### config.mk
export PLATFORM = sky130hd
export DESIGN_NAME = sccb_target_responder
export DESIGN_NICKNAME = d
export VERILOG_FILES = /design/src/rtl/sccb_target_pkg.sv /design/src/rtl/sccb_line_sync.sv /design/src/rtl/sccb_target_responder.sv
export SDC_FILE = /design/constraint.sdc
export NUM_CORES = 1
export LEC_CHECK = 0
export CORE_ASPECT_RATIO = 0.8
export CORE_MARGIN = 3
export CORE_UTILIZATION = 52
export DETAILED_ROUTE_END_ITERATION = 10
export PLACE_DENSITY = 0.83
export SYNTH_ARGS = -nofsm -noshare
export SYNTH_HDL_FRONTEND = slang
export SYNTH_HIERARCHICAL = 1
export SYNTH_SLANG_ARGS = --single-unit
### constraint.sdc
create_clock -name sys_clk -period 2.7 [get_ports sys_clk]
set_clock_uncertainty 0.1 [all_clocks]
set_input_delay 0.54 -clock sys_clk [delete_from_list [all_inputs] [get_ports sys_clk]]
set_output_delay 0.54 -clock sys_clk [all_outputs]
set_load 0.005 [all_outputs]
### src/rtl/sccb_target_pkg.sv
// sccb_target_pkg
// Shared types and constants for the SCCB/I2C target responder.
//   state_t  : protocol state of the target FSM
//   ACK/NACK : bus level of the acknowledge bit (also the sda_oen value that
//              produces it, since sda_oen = 0 pulls the line low)
//   BYTE_BITS: bits per SCCB byte
//   RD_LOAD  : bit-counter marker meaning "read byte still to be fetched"
package sccb_target_pkg;

   typedef enum logic [3:0] {
      IDLE,
      ADDR,
      ADDR_ACK,
      REG,
      REG_ACK,
      WDATA,
      WDATA_ACK,
      RDATA,
      RDATA_ACK,
      IGNORE
   } state_t;

   localparam logic ACK = 1'b0;
   localparam logic NACK = 1'b1;
   localparam int BYTE_BITS = 8;
   localparam logic [3:0] RD_LOAD = 4'hF;

endpackage

### src/rtl/sccb_line_sync.sv
// sccb_line_sync
// Synchronizes one asynchronous pad input into sys_clk and flags its edges.
// The line idles high, so every flop resets to 1 to avoid a phantom edge
// when reset is released.
// Ports:
//   sys_clk, sys_rst_n : clock, asynchronous active-low reset
//   pad                : raw pad input
//   level              : synchronized level
//   rise, fall         : single-cycle edge flags on the synchronized level
module sccb_line_sync #(
   parameter int STAGES = 2
) (
   input  logic sys_clk,
   input  logic sys_rst_n,
   input  logic pad,
   output logic level,
   output logic rise,
   output logic fall
);

   logic [STAGES-1:0] sync_q;
   logic              hist_q;

   always_ff @(posedge sys_clk or negedge sys_rst_n) begin
      if (!sys_rst_n) begin
         sync_q <= '1;
         hist_q <= 1'b1;
      end else begin
         sync_q <= {sync_q[STAGES-2:0], pad};
         hist_q <= sync_q[STAGES-1];
      end
   end

   assign level = sync_q[STAGES-1];
   assign rise  = sync_q[STAGES-1] & ~hist_q;
   assign fall  = ~sync_q[STAGES-1] & hist_q;

endmodule

### src/rtl/sccb_target_responder.sv
// sccb_target_responder
// SCCB/I2C target emulating an OV7670-style register file. Decodes START,
// device address, register index and data bytes; issues write strobes and
// serves reads through a simple register port.
// Optional read path: define SCCB_TARGET_READ_EN. Without it an address with
// R/W = 1 is NACKed and reg_rd_data is ignored.
// Ports:
//   sys_clk, sys_rst_n : system clock (>= 8x SCL), async active-low reset
//   scl_i, sda_i       : asynchronous pad inputs
//   sda_oen            : 1 = release SDA, 0 = pull low (open-drain)
//   reg_wr_stb/addr/data : one-cycle write strobe with index and data
//   reg_rd_addr        : current register pointer
//   reg_rd_data        : combinational read data at reg_rd_addr
//   busy               : high from a matching address until STOP
//   state_dbg          : current FSM state (state_t encoding)
// Handshake: there is no valid/ready pair; reg_wr_stb is a pure one-cycle
// qualifier for reg_wr_addr/reg_wr_data, and reg_rd_data must be valid in
// the same cycle reg_rd_addr is presented.
module sccb_target_responder
   import sccb_target_pkg::*;
#(
   parameter logic [6:0] DEVICE_ADDR = 7'h21,
   parameter int         SYNC_STAGES = 2
) (
   input  logic       sys_clk,
   input  logic       sys_rst_n,
   input  logic       scl_i,
   input  logic       sda_i,
   output logic       sda_oen,
   output logic       reg_wr_stb,
   output logic [7:0] reg_wr_addr,
   output logic [7:0] reg_wr_data,
   output logic [7:0] reg_rd_addr,
   input  logic [7:0] reg_rd_data,
   output logic       busy,
   output logic [3:0] state_dbg
);

`ifdef SCCB_TARGET_READ_EN
   localparam logic READ_EN = 1'b1;
`else
   localparam logic READ_EN = 1'b0;
   logic unused_rd_data;
   assign unused_rd_data = ^reg_rd_data;
`endif

   logic scl_lvl, scl_rise, scl_fall;
   logic sda_lvl, sda_rise, sda_fall;

   sccb_line_sync #(.STAGES(SYNC_STAGES)) u_scl_sync (
      .sys_clk(sys_clk), .sys_rst_n(sys_rst_n), .pad(scl_i),
      .level(scl_lvl), .rise(scl_rise), .fall(scl_fall)
   );

   sccb_line_sync #(.STAGES(SYNC_STAGES)) u_sda_sync (
      .sys_clk(sys_clk), .sys_rst_n(sys_rst_n), .pad(sda_i),
      .level(sda_lvl), .rise(sda_rise), .fall(sda_fall)
   );

   // SDA edges while SCL is high are bus conditions, never data.
   logic start_evt, stop_evt;
   assign start_evt = sda_fall & scl_lvl;
   assign stop_evt  = sda_rise & scl_lvl;

   state_t     state_q, state_d;
   logic [3:0] cnt_q, cnt_d;
   logic [7:0] shift_q, shift_d;
   logic [7:0] ptr_q, ptr_d;
   logic [7:0] wr_addr_q, wr_addr_d;
   logic [7:0] wr_data_q, wr_data_d;
   logic       oen_q, oen_d;
   logic       stb_q, stb_d;
   logic       busy_q, busy_d;
   logic [7:0] byte_in;
   logic       last_bit;

   always_ff @(posedge sys_clk or negedge sys_rst_n) begin
      if (!sys_rst_n) begin
         state_q   <= IDLE;
         cnt_q     <= 4'd0;
         shift_q   <= 8'h00;
         ptr_q     <= 8'h00;
         wr_addr_q <= 8'h00;
         wr_data_q <= 8'h00;
         oen_q     <= 1'b1;
         stb_q     <= 1'b0;
         busy_q    <= 1'b0;
      end else begin
         state_q   <= state_d;
         cnt_q     <= cnt_d;
         shift_q   <= shift_d;
         ptr_q     <= ptr_d;
         wr_addr_q <= wr_addr_d;
         wr_data_q <= wr_data_d;
         oen_q     <= oen_d;
         stb_q     <= stb_d;
         busy_q    <= busy_d;
      end
   end

   always_comb begin
      state_d   = state_q;
      cnt_d     = cnt_q;
      shift_d   = shift_q;
      ptr_d     = ptr_q;
      wr_addr_d = wr_addr_q;
      wr_data_d = wr_data_q;
      oen_d     = oen_q;
      stb_d     = 1'b0;
      busy_d    = busy_q;
      byte_in   = {shift_q[6:0], sda_lvl};
      last_bit  = (cnt_q == 4'(BYTE_BITS - 1));

      if (stop_evt) begin
         // STOP wins over any sample in the same cycle; a partial byte is lost.
         state_d = IDLE;
         cnt_d   = 4'd0;
         oen_d   = 1'b1;
         busy_d  = 1'b0;
      end else if (start_evt) begin
         // START or repeated START; the register pointer is preserved.
         state_d = ADDR;
         cnt_d   = 4'd0;
         oen_d   = 1'b1;
      end else begin
         case (state_q)
            ADDR: if (scl_rise) begin
               shift_d = byte_in;
               cnt_d   = cnt_q + 4'd1;
               if (last_bit) begin
                  cnt_d = 4'd0;
                  if (byte_in[7:1] == DEVICE_ADDR && (READ_EN || !byte_in[0])) begin
                     state_d = ADDR_ACK;
                     busy_d  = 1'b1;
                  end else begin
                     state_d = IGNORE;
                  end
               end
            end
            REG: if (scl_rise) begin
               shift_d = byte_in;
               cnt_d   = cnt_q + 4'd1;
               if (last_bit) begin
                  cnt_d   = 4'd0;
                  ptr_d   = byte_in;
                  state_d = REG_ACK;
               end
            end
            WDATA: if (scl_rise) begin
               shift_d = byte_in;
               cnt_d   = cnt_q + 4'd1;
               if (last_bit) begin
                  cnt_d     = 4'd0;
                  stb_d     = 1'b1;
                  wr_addr_d = ptr_q;
                  wr_data_d = byte_in;
                  state_d   = WDATA_ACK;
               end
            end
            // Acknowledge slot: cnt 0 -> pull low on the first SCL fall,
            // cnt 1 -> release on the second fall and move on.
            ADDR_ACK, REG_ACK, WDATA_ACK: if (scl_fall) begin
               if (cnt_q == 4'd0) begin
                  oen_d = ACK;
                  cnt_d = 4'd1;
               end else begin
                  oen_d = NACK;
                  cnt_d = 4'd0;
                  if (state_q == ADDR_ACK) begin
                     state_d = REG;
`ifdef SCCB_TARGET_READ_EN
                     // shift_q still holds the address byte; bit 0 is R/W.
                     if (shift_q[0]) begin
                        state_d = RDATA;
                        cnt_d   = RD_LOAD;
                     end
`endif
                  end else if (state_q == REG_ACK) begin
                     state_d = WDATA;
                  end else begin
                     ptr_d   = ptr_q + 8'd1;
                     state_d = WDATA;
                  end
               end
            end
`ifdef SCCB_TARGET_READ_EN
            // Byte is fetched one cycle after entry, while SCL is still low,
            // and bit 7 goes out immediately; later bits go out on SCL falls.
            RDATA: begin
               if (cnt_q == RD_LOAD) begin
                  shift_d = reg_rd_data;
                  oen_d   = reg_rd_data[7];
                  cnt_d   = 4'd0;
               end else if (scl_rise) begin
                  cnt_d = cnt_q + 4'd1;
               end else if (scl_fall) begin
                  if (cnt_q == 4'(BYTE_BITS)) begin
                     oen_d   = 1'b1;
                     cnt_d   = 4'd0;
                     state_d = RDATA_ACK;
                  end else begin
                     shift_d = {shift_q[6:0], 1'b0};
                     oen_d   = shift_q[6];
                  end
               end
            end
            // Master bit is sampled on the rise; the decision waits for the
            // fall so SDA never changes while SCL is high.
            RDATA_ACK: begin
               if (scl_rise) begin
                  shift_d[0] = sda_lvl;
                  cnt_d      = 4'd1;
               end else if (scl_fall && cnt_q == 4'd1) begin
                  cnt_d = 4'd0;
                  if (shift_q[0] == ACK) begin
                     ptr_d   = ptr_q + 8'd1;
                     state_d = RDATA;
                     cnt_d   = RD_LOAD;
                  end else begin
                     state_d = IGNORE;
                  end
               end
            end
`endif
            default: ;
         endcase
      end
   end

   assign sda_oen     = oen_q;
   assign reg_wr_stb  = stb_q;
   assign reg_wr_addr = wr_addr_q;
   assign reg_wr_data = wr_data_q;
   assign reg_rd_addr = ptr_q;
   assign busy        = busy_q;
   assign state_dbg   = state_q;

endmodule

==> impl_metrics.env <==
export IMPL_syn_area_mm2=0.002351
export IMPL_rr_endpoint="reg_rd_addr[3]$_DFFE_PN0P_"
export IMPL_clk_latency_ns=0.30
export IMPL_synth_mux_area_share_pct=13.52
export IMPL_p_sw_share_pct=25.01
export IMPL_intPower_w=0.001121
export IMPL_nets=244
export IMPL_syn_nets=207
export IMPL_layout_cells_most_common_list="41 x dfrtp_1, 33 x clkdlybuf4s50_1, 26 x mux2_2"
export IMPL_tns_ns=0
export IMPL_rows=21
export IMPL_drtPass1Iterations=4
export IMPL_p_seq_share_pct=54.8
export IMPL_routedWlPerCell_um=16.36
export IMPL_cts_buffer_depth=2
export IMPL_netlist_instances=192
export IMPL_p_comb_share_pct=11.2
export IMPL_r2r_start="u_sda_sync/sync_q[1]$_DFF_PN1_"
export IMPL_htreeDepth=2
export IMPL_cts_buffers=5
export IMPL_hold_buffers=0
export IMPL_ys_flop_type="dfrtp_1"
export IMPL_power_leakage_nw=1.200
export IMPL_syn_to_final_growth_pct=21.18
export IMPL_antenna_found_initial=0
export IMPL_vdd_ir_drop_max_v=0.0004484
export IMPL_io_pins=43
export IMPL_arrival_ns=2.51
export IMPL_ys_warn_count=6
export IMPL_max_freq_mhz=418.3
export IMPL_dieArea_mm2=0.005369
export IMPL_nFillCells=338
export IMPL_wl_met2_um=2082
export IMPL_grt_pass1_wl_um=7921
export IMPL_synth_compound_area_share_pct=16.71
export IMPL_cts_tree="built"
export IMPL_grt_max_degree=49
export IMPL_synth_top_family_by_area="compound AO/OA/AOI/OAI gates"
export IMPL_layout_commonest_cell="dfrtp_1"
export IMPL_num_antenna_cells=0
export IMPL_grt_usage_pct=19.41
export IMPL_holdWs_ns=0.2063
export IMPL_placeableCoreArea_mm2=0.004257
export IMPL_dp_hpwl_um=3283
export IMPL_vias=1743
export IMPL_die_w_um=81.18
export IMPL_finalCoreUtilization_pct=66.93
export IMPL_status="finished clean"
export IMPL_tightest_slew_ns=0.6292
export IMPL_numPortBuffers=34
export IMPL_ant_nets=0
export IMPL_crit_required_ns=2.82
export IMPL_synth_async_sr_flop_share_pct=100.0
export IMPL_grt_ovfl_total=0
export IMPL_placedInstanceArea_mm2=0.002738
export IMPL_drtIter0Drc=192
export IMPL_ys_types=56
export IMPL_rrSetupSlack_ns=0.31
export IMPL_synth_simple_area_share_pct=13.41
export IMPL_synth_edff_count=0
export IMPL_grt_pass1_vias=1604
export IMPL_postCtsResizedCells=0
export IMPL_crit_type="reg2reg"
export IMPL_endpoint_kind="flop"
export IMPL_clk_pin_slew_ns=0.09
export IMPL_finalSetupViolCount=0
export IMPL_avgSynthCellArea_um2=12.24
export IMPL_min_period_ns=2.391
export IMPL_start_util_pct=55.23
export IMPL_pwr_share_clk_pct=34.0
export IMPL_design_area_mm2=0.002849
export IMPL_cap_violations=0
export IMPL_post_cts_buffers=0
export IMPL_finalCritPeriodShare_pct=88.55
export IMPL_crit_start="u_sda_sync/sync_q[1]$_DFF_PN1_"
export IMPL_p_switching_w=0.0003740
export IMPL_critPathMaxFanout=9
export IMPL_synth_seq_cells=48
export IMPL_viasPerCell=6.073
export IMPL_highest_layer="met4"
export IMPL_cts_sinks=48
export IMPL_wl_met3_um=304
export IMPL_rsz0062_at_grt="false"
export IMPL_m1WireLength_um=2249
export IMPL_hold_class="in2async"
export IMPL_routed_wl_um=4696
export IMPL_drc_errors=0
export IMPL_gp_congestion=0.9020
export IMPL_drive_above_1_share_pct=25.22
export IMPL_synth_fa_ha_area_share_pct=1.597
export IMPL_cts_root_buf="clkbuf_8"
export IMPL_die_y_um=66.14
export IMPL_worst_setup_path_start_kind="flop"
export IMPL_worstRegToRegCells=5
export IMPL_relSlewSlack_pct=57.90
export IMPL_yosysSeqAreaShare_pct=51.46
export IMPL_power_density_mw_per_mm2=524.8
export IMPL_drv_slew=0
export IMPL_finalHoldViolCount=0
export IMPL_synth_xor_area_share_pct=0.3725
[sequential cells by signal (all words and copies together), names as in the netlist]
| register | count |
|---|---|
| sda_oen | 1 |
| reg_wr_stb | 1 |
| u_sda_sync/sync_q | 2 |
| shift_q | 7 |
| state_dbg | 4 |
| u_scl_sync/hist_q | 1 |
| reg_wr_addr | 8 |
| u_sda_sync/hist_q | 1 |
| cnt_q | 4 |
| busy | 1 |
| reg_wr_data | 8 |
| u_scl_sync/sync_q | 2 |
| reg_rd_addr | 8 |
[cells in the mapped netlist (3+ instances only)]
cell type	instances	share of area, %
a211oi_1	3	0.96
inv_1	5	0.80
o21ai_0	7	1.5
buf_2	3	0.64
nand3_1	6	1.3
a21oi_1	8	1.7
nand4_1	3	0.80
dfstp_2	7	7.8
nor2b_1	3	0.80
nor4b_1	4	1.5
ha_1	3	1.6
nand2_1	6	0.96
mux2_2	26	12
dfrtp_1	41	44
nor2_1	5	0.80
a2111oi_0	4	1.5
a2bb2oi_1	5	1.9
nor3_1	4	0.85
[logic make-up after synthesis]
family | Yosys count
adders and majority gates | 3
DFF | 48
AOI/OAI and AO/OA | 50
xor gates and xnor gates | 1
muxes | 28
and+or+nand+nor | 49
buffers and inverters | 13
[how the worst max path moves through the flow]
stage / to / cells after the start
2_1_floorplan: reg_rd_addr[1]$_DFFE_PN0P_ / 5
3_3_place_gp: reg_rd_addr[1]$_DFFE_PN0P_ / 5
3_5_place_dp: reg_rd_addr[1]$_DFFE_PN0P_ / 5
4_1_cts: reg_rd_addr[3]$_DFFE_PN0P_ / 5
5_1_grt: reg_rd_addr[6]$_DFFE_PN0P_ / 5
6_report: reg_rd_addr[3]$_DFFE_PN0P_ / 5
[per-layer routing]
layer | track usage, % | vias up
met5 | 0 | -
met4 | 5.274 | 0
met3 | 5.313 | 7
met2 | 27.15 | 66
met1 | 29.40 | 855
li1 | - | 815
[worst max-delay path, cell delays in order (launching register included)]
cell and delay, ns:
dfstp_2 0.60, and2b_2 0.25, o21ai_1 0.37, nand4_2 0.31, a2111oi_0 0.49, a2bb2oi_1 0.18
[power groups by stage]
stage	combinational, W	sequential, W	clock (W)
floorplan	0.000124	0.000807	0
global placement	0.000163	0.000830	0
detailed placement	0.000166	0.000832	0
CTS	0.000168	0.000819	0.000520
global route	0.000186	0.000829	0.000551
finish	0.000167	0.000820	0.000508
[area by class of cell]
cell class | count | area [µm²] | area share, %
flip-flops and latches | 48 | 1210 | 42.47
multi-input cells | 131 | 1072 | 37.64
well taps | 57 | 71.32 | 2.503
inverters | 5 | 18.77 | 0.6588
clock buffers | 5 | 68.82 | 2.415
repair buffers | 38 | 365.4 | 12.82
clock inverters | 3 | 42.54 | 1.493
[through the flow]
stage / worst slack [ns] / std cells / total power [W]
2_1_floorplan: 0.5547 / 192 / 0.0009312
3_3_place_gp: 0.3989 / 279 / 0.0009927
3_5_place_dp: 0.3687 / 279 / 0.0009978
4_1_cts: 0.3165 / 287 / 0.001507
5_1_grt: 0.1793 / 287 / 0.001565
6_report: 0.3092 / 287 / 0.001495
Note: power is estimated with default switching activity, not from simulation.
